==> config.mk <==
export PLATFORM = sky130hd
export DESIGN_NAME = seg_scan_mux_flat
export DESIGN_NICKNAME = d
export VERILOG_FILES = /design/src/rtl/seg_pkg.sv /design/src/rtl/seg_scan_mux_if.sv /design/src/rtl/seg_scan_mux_tick_gen.sv /design/src/rtl/seg_scan_mux.sv /design/src/flat_wrapper.sv
export SDC_FILE = /design/constraint.sdc
export NUM_CORES = 1
export LEC_CHECK = 0
export ABC_AREA = 1
export CAP_MARGIN = 10
export CORE_MARGIN = 8
export CORE_UTILIZATION = 42
export DETAILED_ROUTE_END_ITERATION = 8
export GPL_ROUTABILITY_DRIVEN = 0
export PLACE_DENSITY = 0.72
export SYNTH_ARGS = -nofsm -noshare
export SYNTH_HDL_FRONTEND = slang
export SYNTH_SLANG_ARGS = --single-unit
==> constraint.sdc <==
create_clock -name clk -period 2.38 [get_ports clk]
set_clock_uncertainty 0.2 [all_clocks]
set_input_delay 0.476 -clock clk [delete_from_list [all_inputs] [get_ports clk]]
set_output_delay 0.476 -clock clk [all_outputs]
set_load 0.03 [all_outputs]
==> src/rtl/seg_pkg.sv <==
// Shared constants and helpers for the seven-segment display blocks.
package seg_pkg;

  localparam int DIGIT_W = 4;

  // Anode polarity selectors: value of AN_ACTIVE_LOW for each wiring style.
  localparam bit AN_POL_LOW  = 1'b1;
  localparam bit AN_POL_HIGH = 1'b0;

  // Width needed to hold values 0..n-1; never narrower than one bit.
  function automatic int clog2(input int n);
    int w;
    w = 1;
    while ((1 << w) < n) w++;
    return w;
  endfunction

endpackage

==> src/rtl/seg_scan_mux_if.sv <==
// Display-word input and scan output bundle between the datapath and the digit scanner.
interface seg_scan_mux_if
  import seg_pkg::*;
#(
  parameter int NUM_DIGITS = 8
) ();

  localparam int IDX_W = clog2(NUM_DIGITS);

  logic [DIGIT_W*NUM_DIGITS-1:0] data;
  logic [NUM_DIGITS-1:0]         dp_in;
  logic [NUM_DIGITS-1:0]         blank_in;
  logic                          lzs_en;
  logic                          load;

  logic [NUM_DIGITS-1:0]         an;
  logic [DIGIT_W-1:0]            hex;
  logic                          dp;
  logic [IDX_W-1:0]              digit_idx;
  logic                          frame_done;
  logic                          pending;

  modport master (
    output data, dp_in, blank_in, lzs_en, load,
    input  an, hex, dp, digit_idx, frame_done, pending
  );

  modport slave (
    input  data, dp_in, blank_in, lzs_en, load,
    output an, hex, dp, digit_idx, frame_done, pending
  );

endinterface

==> src/rtl/seg_scan_mux_tick_gen.sv <==
// Free-running prescaler: tick is high for one clock every DIV clocks.
module tick_gen
  import seg_pkg::*;
#(
  parameter int DIV = 100000
) (
  input  logic clk,
  input  logic reset,
  output logic tick
);

  localparam int         W    = clog2(DIV);
  localparam logic [W-1:0] LAST = W'(DIV - 1);

  logic [W-1:0] pre;

  always_ff @(posedge clk) begin
    if (reset) begin
      pre <= '0;
    end else if (pre == LAST) begin
      pre <= '0;
    end else begin
      pre <= pre + 1'b1;
    end
  end

  assign tick = (pre == LAST);

endmodule

==> src/rtl/seg_scan_mux.sv <==
// Time-multiplexed hex digit scanner with a double-buffered display word,
// per-digit blanking, decimal points and leading-zero suppression.
module seg_scan_mux
  import seg_pkg::*;
#(
  parameter int NUM_DIGITS    = 8,
  parameter int REFRESH_DIV   = 100000,
  parameter bit AN_ACTIVE_LOW = 1'b1
) (
  input  logic           clk,
  input  logic           reset,
  seg_scan_mux_if.slave  bus
);

  localparam int IDX_W = clog2(NUM_DIGITS);
  localparam logic [IDX_W-1:0]      LAST_IDX = IDX_W'(NUM_DIGITS - 1);
  localparam logic [NUM_DIGITS-1:0] AN_IDLE  =
    (AN_ACTIVE_LOW == AN_POL_LOW) ? {NUM_DIGITS{1'b1}} : {NUM_DIGITS{1'b0}};

  logic tick;
  logic frameWrap;
  logic [IDX_W-1:0] idx;

  tick_gen #(
    .DIV (REFRESH_DIV)
  ) uTickGen (
    .clk   (clk),
    .reset (reset),
    .tick  (tick)
  );

  assign frameWrap = tick && (idx == LAST_IDX);

  always_ff @(posedge clk) begin
    if (reset) begin
      idx <= '0;
    end else if (tick) begin
      idx <= frameWrap ? '0 : idx + 1'b1;
    end
  end

  // Pending and active copies of the display word and its per-digit flags.
  logic [NUM_DIGITS-1:0][DIGIT_W-1:0] pendData;
  logic [NUM_DIGITS-1:0][DIGIT_W-1:0] actData;
  logic [NUM_DIGITS-1:0]              pendDp;
  logic [NUM_DIGITS-1:0]              pendBlank;
  logic [NUM_DIGITS-1:0]              actDp;
  logic [NUM_DIGITS-1:0]              actBlank;
  logic                               pendingFlag;

  always_ff @(posedge clk) begin
    if (reset) begin
      pendData    <= '0;
      pendDp      <= '0;
      pendBlank   <= '0;
      actData     <= '0;
      actDp       <= '0;
      actBlank    <= '0;
      pendingFlag <= 1'b0;
    end else if (bus.load && frameWrap) begin
      // A load landing on the wrap goes straight to the active copy.
      actData     <= bus.data;
      actDp       <= bus.dp_in;
      actBlank    <= bus.blank_in;
      pendingFlag <= 1'b0;
    end else if (bus.load) begin
      pendData    <= bus.data;
      pendDp      <= bus.dp_in;
      pendBlank   <= bus.blank_in;
      pendingFlag <= 1'b1;
    end else if (frameWrap && pendingFlag) begin
      actData     <= pendData;
      actDp       <= pendDp;
      actBlank    <= pendBlank;
      pendingFlag <= 1'b0;
    end
  end

  // Digit k is suppressed when it and every digit to its left are zero.
  logic [NUM_DIGITS-1:0] suppress;
  logic [NUM_DIGITS-1:0] dark;

  assign suppress[0] = 1'b0;
  for (genvar gi = 1; gi < NUM_DIGITS; gi++) begin : gLzs
    assign suppress[gi] = bus.lzs_en && (actData[NUM_DIGITS-1:gi] == '0);
  end

  assign dark = actBlank | suppress;

  logic [NUM_DIGITS-1:0] anAssert;
  logic [NUM_DIGITS-1:0] anNext;
  logic [DIGIT_W-1:0]    hexNext;
  logic                  dpNext;

  always_comb begin
    anAssert = '0;
    hexNext  = '0;
    dpNext   = 1'b0;
    if (!dark[idx]) begin
      anAssert[idx] = 1'b1;
      hexNext       = actData[idx];
      dpNext        = actDp[idx];
    end
    anNext = (AN_ACTIVE_LOW == AN_POL_LOW) ? ~anAssert : anAssert;
  end

  logic [NUM_DIGITS-1:0] anReg;
  logic [DIGIT_W-1:0]    hexReg;
  logic                  dpReg;
  logic                  frameDoneReg;

  always_ff @(posedge clk) begin
    if (reset) begin
      anReg        <= AN_IDLE;
      hexReg       <= '0;
      dpReg        <= 1'b0;
      frameDoneReg <= 1'b0;
    end else begin
      anReg        <= anNext;
      hexReg       <= hexNext;
      dpReg        <= dpNext;
      frameDoneReg <= frameWrap;
    end
  end

  assign bus.an         = anReg;
  assign bus.hex        = hexReg;
  assign bus.dp         = dpReg;
  assign bus.digit_idx  = idx;
  assign bus.frame_done = frameDoneReg;
  assign bus.pending    = pendingFlag;

endmodule
==> src/flat_wrapper.sv <==
// flat-port wrapper written by rule: the top's interface ports become plain ports
module seg_scan_mux_flat import seg_pkg::*;
#(
  parameter int NUM_DIGITS    = 8,
  parameter int REFRESH_DIV   = 100000,
  parameter bit AN_ACTIVE_LOW = 1'b1
)
  (clk, reset, bus_data, bus_dp_in, bus_blank_in, bus_lzs_en, bus_load, bus_an, bus_hex, bus_dp, bus_digit_idx, bus_frame_done, bus_pending);
  seg_scan_mux_if #(.NUM_DIGITS(NUM_DIGITS)) bus_i ();
  input  logic clk;
  input  logic reset;
  input wire logic [$bits(bus_i.data)-1:0] bus_data;
  input wire logic [$bits(bus_i.dp_in)-1:0] bus_dp_in;
  input wire logic [$bits(bus_i.blank_in)-1:0] bus_blank_in;
  input wire logic [$bits(bus_i.lzs_en)-1:0] bus_lzs_en;
  input wire logic [$bits(bus_i.load)-1:0] bus_load;
  output wire logic [$bits(bus_i.an)-1:0] bus_an;
  output wire logic [$bits(bus_i.hex)-1:0] bus_hex;
  output wire logic [$bits(bus_i.dp)-1:0] bus_dp;
  output wire logic [$bits(bus_i.digit_idx)-1:0] bus_digit_idx;
  output wire logic [$bits(bus_i.frame_done)-1:0] bus_frame_done;
  output wire logic [$bits(bus_i.pending)-1:0] bus_pending;
  assign bus_i.data = bus_data;
  assign bus_i.dp_in = bus_dp_in;
  assign bus_i.blank_in = bus_blank_in;
  assign bus_i.lzs_en = bus_lzs_en;
  assign bus_i.load = bus_load;
  assign bus_an = bus_i.an;
  assign bus_hex = bus_i.hex;
  assign bus_dp = bus_i.dp;
  assign bus_digit_idx = bus_i.digit_idx;
  assign bus_frame_done = bus_i.frame_done;
  assign bus_pending = bus_i.pending;
  seg_scan_mux #(.NUM_DIGITS(NUM_DIGITS), .REFRESH_DIV(REFRESH_DIV), .AN_ACTIVE_LOW(AN_ACTIVE_LOW)) u_core (.clk(clk), .reset(reset), .bus(bus_i));
endmodule
==> flow_summary_export.csv <==
group,metric,value,unit
run_status,outcome,"completed",
clocking,clock_latency,0.42,ns
placement,post_dp_cell_area,0.007169,mm^2
sta,finalCritPeriodShare,0.9548,
placement,io_buffers,69,
final_layout,drive_above_1_share,0.1302,
sta,rsz0062_at_grt,"false",
sta,worst_slew_margin_rel,0.7275,
global_route,grtUsageTotal,0.1620,
sta,layout_min_cycle_time,2.272,ns
power,switchingPower,0.001196,W
yosys,ys_warn_count,0,
final_layout,mostFrequentLayoutCell,"nand2_1",
clocking,path_clk_slew,0.06,ns
clocking,cts_hold_buffers,0,
clocking,max-clock-path-buffers,2,
critical_path,critPathSlowestCell,"clkdlybuf4s50_1",
floorplanning,io_pins,70,
sta,hold_viol,0,
critical_path,cpLargestDelayFamily,"buffers and inverters",
final_layout,nNetsFinal,1025,
power,seqPwrFrac,0.410,
floorplanning,die_w,138.2,um
floorplanning,start_util,0.4300,
yosys,synth_nets,965,
global_route,gr-total-overflow,0,
yosys,synth_seq_cells,131,
critical_path,worstPathArrival,1.60,ns
final_layout,syn2layout_area_growth,24.81,%
floorplanning,dieArea,0.01910,mm^2
power,peakVddDrop,435.4,uV
final_layout,finalInstanceArea,0.007830,mm^2
power,powerDensity,708.7,mW/mm^2
sta,tightest_slew,0.4073,ns
route,ant_nets,0,
route,wl,15.52,mm
critical_path,cpPeakStageDelay,0.73,ns
route,drt-vias-per-instance,4.896,
clocking,cts.sink_count,131,
sta,fin_setup_tns,0,ns
global_route,grt_pass1_vias,5344,
sta,finalSetupViolCount,0,
floorplanning,rows,44,
route,drc,0,
min_path,hp-class,"reg2reg",
global_route,grt_antenna_before_repair,0,
clocking,numCtsBuffers,17,
route,post_drt_wl_per_cell,13.30,um
yosys,avgSynthCellArea,6.894,um^2
yosys,yosysSeqAreaShare,0.4180,
route,first_pass_iters,5,
final_layout,antenna_cells,0,
yosys,ys_types,37,
critical_path,crit_path_end_kind,"output port",
global_route,grt_pass1_wl,26.02,mm
power,pwr-share-comb,0.069,
yosys,syn_inst,910,
critical_path,cp-start-kind,"flip-flop",
route,drtIter0Drc,398,
sta,fmax,440.1,MHz
power,power.switching_fraction,0.2155,
clocking,h-tree-depth,4,
clocking,cts_tree,"done",
floorplanning,core_area,0.01459,mm^2
power,internal_power,0.004353,W
critical_path,crit_buf_inv,1,
power,clock_power_share,0.521,
floorplanning,fp.dieH,138.2,um
yosys,synth_area,0.006274,mm^2
run,drv_cap,0,
critical_path,crit_required,1.70,ns
critical_path,crit_chain,"clkdlybuf4s50_1",
critical_path,critical_path_peak_fanout,5,
placement,hpwl,10.97,mm
sta,slew_violations,0,
final_layout,final_cell_mix,"nand2_1, dfxtp_1, inv_1",
critical_path,criticalPathCategory,"reg2out",
power,p_leak,3.564,nW
global_route,grt_max_degree,55,
route,vias,5714,
clocking,cts-root-buf,"clkbuf_16",
final timing paths:
kind | startpoint | endpoint | slack [ns] | cells past startpoint
setup / recovery | u_core.bus.digit_idx[2] | bus_digit_idx[2] | 0.11 | 1
hold / removal | u_core.pendData[17] | u_core.pendData[17] | 0.25 | 2
setup reg to reg | u_core.uTickGen.pre[0] | u_core.pendBlank[6] | 0.27 | 10
hold reg to reg | u_core.pendData[17] | u_core.pendData[17] | 0.25 | 2
sequential cells by signal, indices dropped and copies added, names as in the netlist:
register / cells
u_core.bus.dp: 1
u_core.pendBlank: 8
u_core.pendData: 32
u_core.actBlank: 8
u_core.actDp: 8
u_core.pendDp: 8
u_core.bus.digit_idx: 3
u_core.uTickGen.pre: 17
u_core.bus.an: 8
u_core.actData: 32
u_core.bus.hex: 4
u_core.bus.frame_done: 1
u_core.bus.pending: 1
stage by stage:
step                power, W  worst slack [ns]  hold slack (ns)    util  std cells
floorplan           0.002544            0.4771           0.2175       -        910
global placement    0.002698            0.2642           0.2353  0.4914       1135
global route        0.005744           0.04086           0.2668  0.5367       1167
detailed placement  0.002705            0.2147           0.2410  0.4914       1135
CTS                 0.005595          0.008982           0.2500  0.5365       1167
finish              0.005549            0.1076           0.2486  0.5367       1167
logic make-up (layout without fill, tap and decap cells):
kind of cell,after synthesis,in the layout,synth area share
compound gates,189,189,0.1671
xor+xnor,3,3,0.004189
fa+ha+maj,3,3,0.005984
buf+inv,176,249,0.1181
flops,131,131,0.4180
simple gates,408,408,0.2866
per-layer routing:
metal,vias to the layer above,part of all wire,wire (um),global-route usage
met5,-,0,0,0
met1,2591,0.46,7099,0.2022
met3,22,0.051,792,0.04486
met4,0,0.016,245,0.05721
met2,111,0.48,7383,0.2616
li1,2990,-,-,-
what timing repair did:
| action | CTS | global route |
|---|---|---|
| buffers inserted | 0 | 0 |
| pin swaps | 0 | 0 |
| setup endpoints to repair | 1 | 1 |
| hold endpoints to repair | 0 | 0 |
| resized for setup | 1 | 1 |
power groups by stage:
stage               Sequential (W)  Combinational, W  Clock (W)
finish                     0.00227          0.000383    0.00289
detailed placement         0.00232          0.000383          0
floorplan                  0.00232          0.000223          0
global route               0.00228          0.000434    0.00303
global placement           0.00232          0.000379          0
CTS                        0.00227          0.000387    0.00293
cell type report:
cell class / count / area [um^2]
multi-input combinational: 603 / 2910
inverter: 132 / 495.5
timing repair buffer: 85 / 912.1
clock inverter: 13 / 206.4
tap: 184 / 230.2
sequential: 131 / 2623
fill: 1394 / 6759
clock buffer: 19 / 452.9
synthesized netlist by cell type:
cell type,number,area share
o21bai_1,2,0.0024
buf_6,5,0.0090
buf_4,8,0.0096
nand3_2,2,0.0032
nand2_2,1,0.0010
dfxtp_1,131,0.42
a21oi_1,95,0.076
o21a_1,2,0.0024
nand4_1,12,0.012
xor2_1,2,0.0028
o22ai_1,10,0.010
a211oi_1,1,0.0012
nor2_1,49,0.029
clkbuf_1,21,0.013
nand2_1,256,0.15
ha_1,3,0.0060
nor4_1,4,0.0040
nand3_1,12,0.0096
or2_2,51,0.051
a22oi_1,5,0.0060
clkinv_1,1,0.00060
and2_1,1,0.0010
nor3b_1,1,0.0012
inv_1,126,0.075
nand4_4,1,0.0034
buf_2,10,0.0080
o211ai_1,1,0.0012
nor2_4,1,0.0018
nor3_1,12,0.0096
nor3_2,2,0.0032
xnor2_1,1,0.0014
a21oi_2,16,0.022
nor2_2,1,0.0010
nand3b_1,2,0.0024
a21boi_0,1,0.0012
inv_2,5,0.0030
o21ai_0,56,0.045
Note: power is estimated with default switching activity, not from simulation.
